**src/rtl/fe_pkg.sv**
```systemverilog
// Shared definitions for the feature-extraction layer: FSM encoding, kernel geometry and widths.
package fe_pkg;

   localparam int unsigned FE_FILTER_SIZE = 5;
   localparam int unsigned FE_TAPS        = FE_FILTER_SIZE * FE_FILTER_SIZE;
   localparam int unsigned FE_COEF_W      = 16;
   localparam int unsigned FE_TAP_W       = 5;
   localparam int unsigned FE_FILT_W      = 6;

   typedef enum logic [2:0] {
      StIdle  = 3'd0,
      StLoad  = 3'd1,
      StDrain = 3'd2,
      StStart = 3'd3,
      StWait  = 3'd4,
      StNext  = 3'd5,
      StDone  = 3'd6
   } fe_state_e;

endpackage

```
**src/rtl/fe_coef_loader.sv**
```systemverilog
// Streams one filter's coefficients from weight memory into the datapath coefficient registers.
// Tap counter plus base accumulator form the address; writes trail reads by one cycle.
module fe_coef_loader
   import fe_pkg::*;
#(
   parameter int unsigned TAPS    = FE_TAPS,
   parameter int unsigned COEF_W  = FE_COEF_W,
   parameter int unsigned WADDR_W = 11
) (
   input  logic                clk_in,
   input  logic                rst_in,
   input  logic                tile_start_in,
   input  logic                load_go_in,
   input  logic                base_adv_in,
   output logic                load_done_out,
   output logic                wmem_rd_en_out,
   output logic [WADDR_W-1:0]  wmem_addr_out,
   input  logic [COEF_W-1:0]   wmem_data_in,
   output logic                coef_wr_en_out,
   output logic [FE_TAP_W-1:0] coef_idx_out,
   output logic [COEF_W-1:0]   coef_data_out
);

   logic [FE_TAP_W-1:0] r_tap;
   logic [WADDR_W-1:0]  r_base;
   logic                r_wr_en;
   logic [FE_TAP_W-1:0] r_wr_idx;
   logic                w_last_tap;

   assign w_last_tap = (r_tap == FE_TAP_W'(TAPS - 1));

   always_ff @(posedge clk_in or negedge rst_in) begin
      if (!rst_in) begin
         r_tap    <= '0;
         r_base   <= '0;
         r_wr_en  <= 1'b0;
         r_wr_idx <= '0;
      end else begin
         r_wr_en  <= load_go_in;
         r_wr_idx <= load_go_in ? r_tap : '0;
         if (tile_start_in) begin
            r_tap  <= '0;
            r_base <= '0;
         end else begin
            if (load_go_in) r_tap <= w_last_tap ? '0 : r_tap + 1'b1;
            if (base_adv_in) r_base <= r_base + WADDR_W'(TAPS);
         end
      end
   end

   assign load_done_out  = load_go_in & w_last_tap;
   assign wmem_rd_en_out = load_go_in;
   assign wmem_addr_out  = load_go_in ? r_base + WADDR_W'(r_tap) : '0;
   assign coef_wr_en_out = r_wr_en;
   assign coef_idx_out   = r_wr_idx;
   // Memory output is already registered, so read data lines up with the delayed strobe.
   assign coef_data_out  = r_wr_en ? wmem_data_in : '0;

endmodule

```
**src/rtl/fe_filter_sequencer.sv**
```systemverilog
// Per-tile controller: loads each filter's coefficients, starts the datapath, forwards saves.
// Define FE_TIMEOUT_EN to add the WAIT-state watchdog and the sticky err_out port.
module fe_filter_sequencer
   import fe_pkg::*;
#(
   parameter int unsigned FILTER_SIZE    = FE_FILTER_SIZE,
   parameter int unsigned NUM_FILTERS    = 48,
   parameter int unsigned COEF_W         = FE_COEF_W,
   parameter int unsigned WADDR_W        = 11,
   parameter int unsigned TIMEOUT_CYCLES = 4096
) (
   input  logic                 clk_in,
   input  logic                 rst_in,
   input  logic                 tile_valid_in,
   output logic                 tile_ready_out,
   output logic                 wmem_rd_en_out,
   output logic [WADDR_W-1:0]   wmem_addr_out,
   input  logic [COEF_W-1:0]    wmem_data_in,
   output logic                 coef_wr_en_out,
   output logic [FE_TAP_W-1:0]  coef_idx_out,
   output logic [COEF_W-1:0]    coef_data_out,
   output logic                 fe_start_out,
   input  logic                 fe_ready_in,
   input  logic                 fe_save_in,
   output logic                 out_valid_out,
   output logic [FE_FILT_W-1:0] filt_idx_out,
   output logic                 busy_out,
`ifdef FE_TIMEOUT_EN
   output logic                 err_out,
`endif
   output logic                 done_out
);

   localparam int unsigned TAPS = FILTER_SIZE * FILTER_SIZE;

   if ((1 << WADDR_W) < NUM_FILTERS * TAPS) begin : g_waddr_too_small
      $error("WADDR_W too small for NUM_FILTERS*TAPS");
   end
   if (TIMEOUT_CYCLES == 0) begin : g_bad_timeout
      $error("TIMEOUT_CYCLES must be non-zero");
   end

   fe_state_e            r_state, w_state_next;
   logic [FE_FILT_W-1:0] r_filt;
   logic                 r_out_valid;
   logic                 w_last_filt, w_load_done, w_timeout;
   logic                 w_load_go, w_tile_start, w_base_adv;

   assign w_last_filt = (r_filt == FE_FILT_W'(NUM_FILTERS - 1));

   always_ff @(posedge clk_in or negedge rst_in) begin
      if (!rst_in) r_state <= StIdle;
      else         r_state <= w_state_next;
   end

   always_comb begin
      w_state_next = r_state;
      unique case (r_state)
         StIdle:  if (tile_valid_in) w_state_next = StLoad;
         StLoad:  if (w_load_done) w_state_next = StDrain;
         StDrain: w_state_next = StStart;
         StStart: w_state_next = StWait;
         StWait: begin
            if (fe_ready_in)    w_state_next = StNext;
            else if (w_timeout) w_state_next = StIdle;
         end
         StNext:  w_state_next = w_last_filt ? StDone : StLoad;
         StDone:  w_state_next = StIdle;
         default: w_state_next = StIdle;
      endcase
   end

   always_comb begin
      tile_ready_out = (r_state == StIdle);
      busy_out       = (r_state != StIdle);
      fe_start_out   = (r_state == StStart);
      done_out       = (r_state == StDone);
      w_load_go      = (r_state == StLoad);
      w_tile_start   = (r_state == StIdle) && tile_valid_in;
      w_base_adv     = (r_state == StNext) && !w_last_filt;
   end

   always_ff @(posedge clk_in or negedge rst_in) begin
      if (!rst_in) begin
         r_filt      <= '0;
         r_out_valid <= 1'b0;
      end else begin
         r_out_valid <= (r_state == StWait) && fe_save_in;
         if (w_tile_start || (r_state == StDone) || w_timeout) r_filt <= '0;
         else if (w_base_adv)                                  r_filt <= r_filt + 1'b1;
      end
   end

   assign out_valid_out = r_out_valid;
   assign filt_idx_out  = r_filt;

`ifdef FE_TIMEOUT_EN
   localparam int unsigned WD_W = $clog2(TIMEOUT_CYCLES + 1);

   logic [WD_W-1:0] r_wd_cnt;
   logic            r_err;

   always_ff @(posedge clk_in or negedge rst_in) begin
      if (!rst_in) begin
         r_wd_cnt <= '0;
         r_err    <= 1'b0;
      end else begin
         r_wd_cnt <= ((r_state == StWait) && !fe_ready_in) ? r_wd_cnt + 1'b1 : '0;
         if (w_timeout) r_err <= 1'b1;
      end
   end

   // A ready arriving on the limit cycle takes priority over the timeout.
   assign w_timeout = (r_state == StWait) && !fe_ready_in &&
                      (r_wd_cnt == WD_W'(TIMEOUT_CYCLES - 1));
   assign err_out   = r_err;
`else
   assign w_timeout = 1'b0;
`endif

   fe_coef_loader #(
      .TAPS    (TAPS),
      .COEF_W  (COEF_W),
      .WADDR_W (WADDR_W)
   ) u_loader (
      .clk_in         (clk_in),
      .rst_in         (rst_in),
      .tile_start_in  (w_tile_start),
      .load_go_in     (w_load_go),
      .base_adv_in    (w_base_adv),
      .load_done_out  (w_load_done),
      .wmem_rd_en_out (wmem_rd_en_out),
      .wmem_addr_out  (wmem_addr_out),
      .wmem_data_in   (wmem_data_in),
      .coef_wr_en_out (coef_wr_en_out),
      .coef_idx_out   (coef_idx_out),
      .coef_data_out  (coef_data_out)
   );

endmodule

```
**config.mk**
```make
export PLATFORM = sky130hd
export DESIGN_NAME = fe_filter_sequencer
export DESIGN_NICKNAME = d
export VERILOG_FILES = /design/src/rtl/fe_pkg.sv /design/src/rtl/fe_coef_loader.sv /design/src/rtl/fe_filter_sequencer.sv
export SDC_FILE = /design/constraint.sdc
export NUM_CORES = 1
export LEC_CHECK = 0
export ABC_AREA = 1
export CAP_MARGIN = 20
export CORE_MARGIN = 2
export CORE_UTILIZATION = 45
export CTS_CLUSTER_DIAMETER = 60
export CTS_CLUSTER_SIZE = 16
export DETAILED_ROUTE_END_ITERATION = 8
export DONT_BUFFER_PORTS = 1
export PLACE_DENSITY = 0.68
export SLEW_MARGIN = 25
export SYNTH_ARGS = -nofsm -noshare
export SYNTH_HDL_FRONTEND = slang
export SYNTH_SLANG_ARGS = --single-unit
```
**constraint.sdc**
```tcl
create_clock -name clk_in -period 2.8 [get_ports clk_in]
set_input_delay 0.42 -clock clk_in [delete_from_list [all_inputs] [get_ports clk_in]]
set_output_delay 0.42 -clock clk_in [all_outputs]
set_load 0.02 [all_outputs]
```
* Word level (Yosys, flattened, before mapping)
Index checks and enable logic that the tools add are counted.
Storage, ports and cells: register bits 32, bits of input ports 21, output and inout port bits 45
Cells by class: add/subtract/negate cells 4, eq/ne operators 11, muxes and demuxes 15, bitwise logic cells 1, reductions and logical operators 11
Operator list (number):
- $mux W11 | 3
- $mux W5 | 4
- $pmux W3 S6 | 1
- $mux W16 | 1
- $mux W3 | 4
- $mux W6 | 2
- $add A11 B5 Y11 | 1
- $add A11 B5 Y11 const B | 1
- $eq A3 B3 Y1 const B | 3
- $add A6 B1 Y6 const B | 1
- $eq A3 B2 Y1 const B | 2
- $eq A6 B6 Y1 const B | 1
- $ne A2 B2 Y1 const B | 3
- $reduce_bool A2 Y1 | 3
- $add A5 B1 Y5 const B | 1
- $eq A5 B5 Y1 const B | 1
- $eq A3 B1 Y1 const B | 1
- $logic_and A1 B1 Y1 | 3
- $logic_not A3 Y1 | 1
- $reduce_and A3 Y1 | 1
- $reduce_bool A3 Y1 | 1
- $and A1 B1 Y1 | 1
- $logic_not A1 Y1 | 1
- $logic_or A1 B1 Y1 | 1

* Logic depth before layout (Yosys ltp)
Gate-level depths: netlist (run 1).
depth in word-level cells 5, gate-level depth with buffers 9

* Modules after synthesis
Synthesis (run 1) repeated with hierarchy kept, for this count alone.
Unflattened totals: cell total of the unflattened synthesis 339, area, all modules 2263.4 µm²
Modules (own cells, without submodules):
- fe_coef_loader | instances 1, cells an instance 248, area an instance 1599.0 µm², seq. area each 550.5 µm²
- fe_filter_sequencer | instances 1, cells an instance 91, area an instance 664.4 µm², seq. area each 250.2 µm²

* Worst setup path before layout (run 1)
OpenSTA, ideal clock, no wires.
path kind reg2out, start register u_loader.r_base[0], end output wmem_addr_out[4], arrival time 1.789 ns, required time 2.380 ns, path slack 0.591 ns, cell stages (with the launch flop) 7, path buffers 0, cells stage by stage dfrtp_1 > ha_1 > fa_1 > nand2_1 > nand2_1 > and3_1 > nor3_1
Between the ends: word-level cells in the longest chain between the ends 2
RTL lines:
- from (decl) | line fe_coef_loader.sv:25 | logic [WADDR_W-1:0] r_base;
- from (signal assigned) | line fe_coef_loader.sv:46 | if (base_adv_in) r_base <= r_base + WADDR_W'(TAPS);
- $add A11 B5 Y11 | line fe_coef_loader.sv:53 | assign wmem_addr_out = load_go_in ? r_base + WADDR_W'(r_tap) : '0;
- $mux W11 | line fe_coef_loader.sv:53
- to (decl) | line fe_filter_sequencer.sv:17 | output logic [WADDR_W-1:0] wmem_addr_out,
Every way passes these cells.

* Final worst setup path (run 1)
start register u_loader.r_base[0], end output wmem_addr_out[8]
Same word-level chain as after synthesis.

==> summary.txt, run 1 <==
Run status
  • Outcome: finished clean

Global route
  • Vias in the first global route: 1832
  • First-pass GRT wire length: 7.91 mm
  • Tot GR Track Use: 19.1%
  • Grt ovf: 0
  • Largest net degree at the start of global routing: 33
  • Initial antenna violation count: 0

Clock network
  • CTS tree: yes
  • Clk slew on worst S/H paths: 70 ps
  • Max Root-Sink Buffers: 2
  • CTS H-tree lvls: 2
  • Num CTS Buffers: 5
  • Root Buffer: clkbuf_8
  • Sinks on Clock Net: 32
  • Clk_lat worst skew: 290 ps

Power
  • Clk pwr share: 19.8%
  • Logic gate share of total power: 45.9%
  • Switching part of the total power: 49.6%
  • NetSw: 1.13 mW
  • Power Internal: 1.15 mW
  • VDD IR max: 0.495 mV
  • Pwr dens: 960 nW/um^2
  • Reg power frac: 34.3%
  • Static Leak: 1.36 nW

Timing
  • PnR worst setup slack: 313 ps
  • Crit share post-route: 88.8%
  • Unrepaired setup endpoints after global routing: false
  • Hold_ws: 235 ps
  • Setup violators final: 0
  • Clock period minus worst slack: 2490 ps
  • Slew @ Worst Pin: 749 ps
  • Final Skew: 7.07 ps
  • Final hold vios: 0
  • Maximum clock rate: 402 MHz
  • Rel. slew slack: 49.7%
  • Max Transition Viols Final: 0
  • TNS Setup: 0 ps

Drt
  • Via/cell ratio: 5.07
  • Final WL: 4.69 mm
  • DR DRC count: 0
  • Pre-Repair DR Iteration Count: 5
  • Iteration-0 DRC Markers: 89
  • Final antenna-violating net count: 0
  • Via count: 1961
  • WL per Instance: 12.1 um

Floorplan
  • Num rows: 25
  • Total Die Area: 5360 sq um
  • IO Count: 66
  • Die H: 73.2 um
  • Initial core utilization: 46.3%
  • Die Wd: 73.2 um
  • Core Area: 4660 sq um

Cells and area
  • Non-Filler Instances: 387
  • Fill count: 481
  • Multi-input logic area: 1090 sq um
  • Ratio of cells with drive above 1 in the final layout: 6.91%
  • Finished Cell Area: 2370 sq um
  • Storage cell area: 801 sq um
  • NumNets Final: 363
  • Layout area overhead: 9.98%
  • N_diodes: 0

Critical path
  • Worst path most repeated cell: nand2_1
  • Max FO, Critical Path: 5
  • Slowest-stage cell, CP: fa_1
  • Worst setup SP type: flop
  • Data required, critical path: 2380 ps
  • Setup CP Type: flop to primary output
  • Critical Path, Cell by Cell: ha_1 > fa_1 > nand2_1 > nand2_1 > nand4_1 > a21oi_1 > nor2_1
  • Crit end category: primary output
  • Slowest Stage Delay on Critical Path: 430 ps
  • Worst path arrival time: 2070 ps

Yosys
  • Register area share after synthesis: 37.1%
  • Syn_nets: 355
  • Yosys warns: 0
  • Yosys reg bits: 32
  • Syn Area/Cell: 6.66 sq um
  • Post-Syn Instances: 324
  • Mapped Area: 2160 sq um
  • Cell variety after synth: 29

Placed design
  • GPL Wtd Cong: 0.776
  • Post-DP HPWL: 3.43 mm
  • Area after DPL: 2230 sq um
  • Post-placement setup slack: 614 ps
  • Dpl cells: 377
  • Port bufs: 0

Min path
  • Hold Path Class: primary input to flop

Flow run
  • Max Cap Viol: 0
-- critical path, delay by kind of cell (launching register included) --
| kind | cells | cell delay (ps) |
|---|---|---|
| adders and majority gates | 2 | 670 |
| and+or+nand+nor | 4 | 620 |
| DFF | 1 | 420 |
| AOI/OAI and AO/OA | 1 | 70 |
-- per-layer routing --
layer  up-vias  part of all wire [%]  global-route usage, %
li1       1007                     -                      -
met1       883                    46                   23.1
met2        67                    47                   32.9
met3         4                   5.9                   4.83
met4         0                   1.2                   6.17
met5         -                     0                      0
-- path summary, 6_finish.rpt --
path / start / endpoint / slack [ps] / depth (start not counted)
max: u_loader.r_base[0] / wmem_addr_out[8] / 310 / 7
min: fe_save_in / out_valid_out / 230 / 2
max reg2reg: filt_idx_out[0] / u_loader.r_base[10] / 1160 / 8
min reg2reg: u_loader.r_base[0] / u_loader.r_base[0] / 530 / 1
max in group asynchronous: rst_in / r_state[2] / 2020 / 2
min in group asynchronous: rst_in / u_loader.r_base[10] / 600 / 2
-- cell type report --
type / instances / area share (%)
Clock inverter: 3 / 1.79
Clock buffer: 5 / 2.90
Timing Repair Buffer: 8 / 3.16
Inverter: 60 / 9.49
Tap cell: 54 / 2.85
Sequential cell: 32 / 33.8
Multi-Input combinational cell: 225 / 46.0
-- cell families (layout without fill, tap and decap cells) --
kind of cell | after synthesis | in the layout | share of synthesized area [%]
AOI/OAI and AO/OA | 29 | 29 | 7.19
buffers and inverters | 67 | 76 | 12.2
adders and majority gates | 10 | 10 | 6.15
DFF | 32 | 32 | 37.1
and+or+nand+nor | 182 | 182 | 35.7
xor gates and xnor gates | 4 | 4 | 1.62
-- power groups by stage --
| stage | Combinational, mW | Clock (mW) | Sequential [mW] |
|---|---|---|---|
| 2_1_floorplan | 0.881 | 0 | 0.722 |
| 3_3_place_gp | 1.03 | 0 | 0.785 |
| 3_5_place_dp | 1.04 | 0 | 0.790 |
| 4_1_cts | 1.06 | 0.460 | 0.782 |
| 5_1_grt | 1.21 | 0.479 | 0.805 |
| 6_report | 1.04 | 0.451 | 0.781 |
-- flip-flops by register name, indices dropped and copies added, names as in the netlist --
name	count
u_loader.r_base	11
filt_idx_out	6
u_loader.coef_idx_out	5
u_loader.r_tap	5
r_state	3
out_valid_out	1
u_loader.coef_wr_en_out	1
-- stage by stage --
stage | utilization, % | total power, mW
finish | 50.9 | 2.28
global placement | 47.9 | 1.81
floorplan | - | 1.60
global route | 50.9 | 2.49
detailed placement | 47.9 | 1.83
CTS | 50.9 | 2.30
-- cells in the mapped netlist, drive strengths merged --
cell type,number,area [sq um]
nand2,96,370
inv,60,225
nor2,52,210
dfrtp,32,801
nand3,23,125
a21oi,13,65.1
o21ai,12,63.8
ha,9,113
buf,5,31.3
nor3,5,25.0
o22ai,3,18.8
xor2,3,26.3
clkbuf,2,7.51
nand4,2,12.5
and3,1,6.26
fa,1,20.0
nand3b,1,7.51
o21bai,1,7.51
or2,1,6.26
or3,1,6.26
xnor2,1,8.76
-- repair_timing --
| action | CTS | global route |
|---|---|---|
| hold endpoints to repair | 32 | 0 |
| gates resized for setup | 0 | 0 |
| setup buffers | 0 | 0 |
| hold buffers | 2 | 0 |
-- cells in the final DEF, fill, tap and decap left out, drive strengths merged --
cell type	n
clkinvlp	1
clkinv	1
nor3	5
inv	60
or2	1
o22ai	3
nand3b	1
nand4	2
and3	1
nand3	23
a21oi	13
clkbuf	5
ha	9
xor2	3
buf	7
or3	1
nand2	96
xnor2	1
o21ai	12
dlygate4sd3	1
dfrtp	32
bufinv	1
o21bai	1
fa	1
nor2	52
(Power assumes the default switching activity.)
==> run 2, diff against run 1 <==
CORE_ASPECT_RATIO = 1.4   (was not set)
CTS_CLUSTER_SIZE = not set   (was 16)
==> summary.txt, run 2 (same netlist as run 1, synthesis figures left out) <==
Floorplan
  • Core Area: 4570 sq um (-1.9%)
  • Die Wd: 62.5 um (-15%)
  • Initial core utilization: 47.2% (+0.90 points)
  • Die H: 85.9 um (+17%)
  • Num rows: 29 (+16%)
  • IO Count: 66 (unchanged)
  • Total Die Area: 5370 sq um (+0.15%)

Clock network
  • Num CTS Buffers: 5 (unchanged)
  • Root Buffer: clkbuf_8
  • CTS tree: yes
  • Clk_lat worst skew: 290 ps (about the same)
  • Clk slew on worst S/H paths: 70 ps (about the same)
  • Sinks on Clock Net: 32 (unchanged)
  • Max Root-Sink Buffers: 2 (unchanged)
  • CTS H-tree lvls: 2 (unchanged)

Power
  • Pwr dens: 969 nW/um^2 (+0.93%)
  • VDD IR max: 0.583 mV (+18%)
  • Static Leak: 1.37 nW (+1.2%)

Drt
  • Final WL: 4.70 mm (about the same)
  • Final antenna-violating net count: 0 (unchanged)
  • Iteration-0 DRC Markers: 50 (-44%)
  • WL per Instance: 11.9 um (-2.2%)
  • Via/cell ratio: 4.92 (-3.0%)
  • DR DRC count: 0 (unchanged)
  • Pre-Repair DR Iteration Count: 4 (-1)
  • Via count: 1947 (-0.71%)

Cells and area
  • Post-layout util: 52.6% (+1.7 points)
  • Most frequent cells in the layout: 94 x nand2_1, 59 x inv_1, 50 x nor2_1
  • Reg with most FFs: u_loader.r_base
  • Max FFs per register: 11 (unchanged)
  • Finished Cell Area: 2400 sq um (+1.4%)
  • Commonest non-fill, non-tap cell in the layout: nand2_1
  • NumNets Final: 364 (+0.28%)
  • Layout area overhead: 11.5%
  • N_diodes: 0 (unchanged)
  • Ratio of cells with drive above 1 in the final layout: 7.19% (+0.28 points)
  • Fill count: 484 (+0.62%)

Timing
  • Unrepaired setup endpoints after global routing: false
  • Max Transition Viols Final: 0 (unchanged)
  • Maximum clock rate: 399 MHz (-0.70%)
  • Clock period minus worst slack: 2500 ps (+17.5 ps)
  • Slew @ Worst Pin: 724 ps (-25.3 ps)
  • Crit share post-route: 89.4% (+0.63 points)
  • Final Skew: 3.84 ps (-3.23 ps)
  • TNS Setup: 0 ps (unchanged)
  • Rel. slew slack: 51.3% (+1.7 points)
  • Final hold vios: 0 (unchanged)
  • Setup violators final: 0 (unchanged)

Min path
  • Hold depth: 2 (unchanged)
  • Worst hold path startpoint: fe_save_in
  • Hold Path Class: primary input to flop
  • WHS Endpoint: out_valid_out

Global route
  • Tot GR Track Use: 18.5% (-0.61 points)
  • First-pass GRT wire length: 7.94 mm (+0.35%)
  • Vias in the first global route: 1858 (+1.4%)
  • Largest net degree at the start of global routing: 33 (unchanged)
  • Initial antenna violation count: 0 (unchanged)
  • Grt ovf: 0 (unchanged)

Critical path
  • FF-to-FF End: r_state[0]
  • Worst setup SP type: flop
  • Setup CP Type: flop to primary output
  • R2r setup slk: 1160 ps (about the same)
  • Origin of the critical flop-to-flop path: filt_idx_out[0]
  • Crit end category: primary output
  • Worst path arrival time: 2080 ps (about the same)
  • Max FO, Critical Path: 5 (unchanged)
  • Data required, critical path: 2380 ps (about the same)
  • Worst R2R Path Depth: 8 (unchanged)

Placed design
  • Post-DP HPWL: 3.50 mm (+2.0%)
  • Area after DPL: 2250 sq um (+0.79%)
  • GPL Wtd Cong: 0.824 (+6.1%)
  • Port bufs: 0 (unchanged)

Run status
  • Outcome: finished clean

Flow run
  • Max Cap Viol: 0 (unchanged)
## run 2: cell count changes in the layout (fill, tap and decap cells not counted)
cell / previous run / this run
clkbuf_8: 5 / 7
clkinv_2: 1 / 0
buf_4: 6 / 7
clkinvlp_4: 1 / 0
## run 2: metal layers
layer	vias up	part of all wire, %	wire length [um]	GRT usage, %
met3	8	5.4	253	4.86
met2	61	51	2400	34.6
met5	-	0	0	0
li1	1009	-	-	-
met1	869	42	1960	19.8
met4	0	1.8	86	6.67
## run 2: worst max-delay path, stage by stage (launching register included)
cell	delay (ps)
dfrtp_1	430
ha_1	240
fa_1	430
nand2_1	90
nand2_1	100
nand3_1	100
nand2_1	50
o21ai_0	140
nor2_1	50
buf_4	150
## run 2: worst max-delay path by stage
stage / startpoint / end / depth (start not counted)
2_1_floorplan: u_loader.r_base[0] / wmem_addr_out[4] / 6
3_3_place_gp: u_loader.r_base[0] / wmem_addr_out[8] / 7
3_5_place_dp: u_loader.r_base[0] / wmem_addr_out[6] / 9
4_1_cts: u_loader.r_base[0] / wmem_addr_out[6] / 9
5_1_grt: u_loader.r_base[0] / wmem_addr_out[6] / 9
6_report: u_loader.r_base[0] / wmem_addr_out[6] / 9
## run 2: metrics by stage
step / hold WS (ps) / setup slack [ps] / total power [mW] / cells
2_1_floorplan: 124 / 591 / 1.60 / 324
3_3_place_gp: 125 / 629 / 1.82 / 386
3_5_place_dp: 125 / 603 / 1.84 / 386
4_1_cts: 232 / 277 / 2.35 / 396
5_1_grt: 230 / 189 / 2.53 / 396
6_report: 235 / 296 / 2.33 / 396
## run 2: layout make-up
class / count / area [sq um] / area share [%]
repair buffers: 9 / 82.6 / 3.43
clock inverters: 1 / 30.0 / 1.25
clock buffers: 7 / 96.3 / 4.01
well taps: 62 / 77.6 / 3.23
inverters: 60 / 225 / 9.37
multi-input cells: 225 / 1090 / 45.4
flip-flops and latches: 32 / 801 / 33.3
## run 2: report_power, final
part           switching (mW)  internal, mW
clock network           0.185         0.314
registers               0.206         0.575
logic                   0.737         0.312
## run 2: repair_timing
item	in CTS	in global routing
endpoints found under the setup margin	0	0
hold buffers	2	0
endpoints found under the hold margin	32	0
gates resized for setup	0	0
buffers inserted	0	0
==> run 3, diff against run 2 <==
GPL_ROUTABILITY_DRIVEN = 1   (was not set)
==> results of run 3 <==
The final DEF is identical to that of run 2; final timing and power are the same.
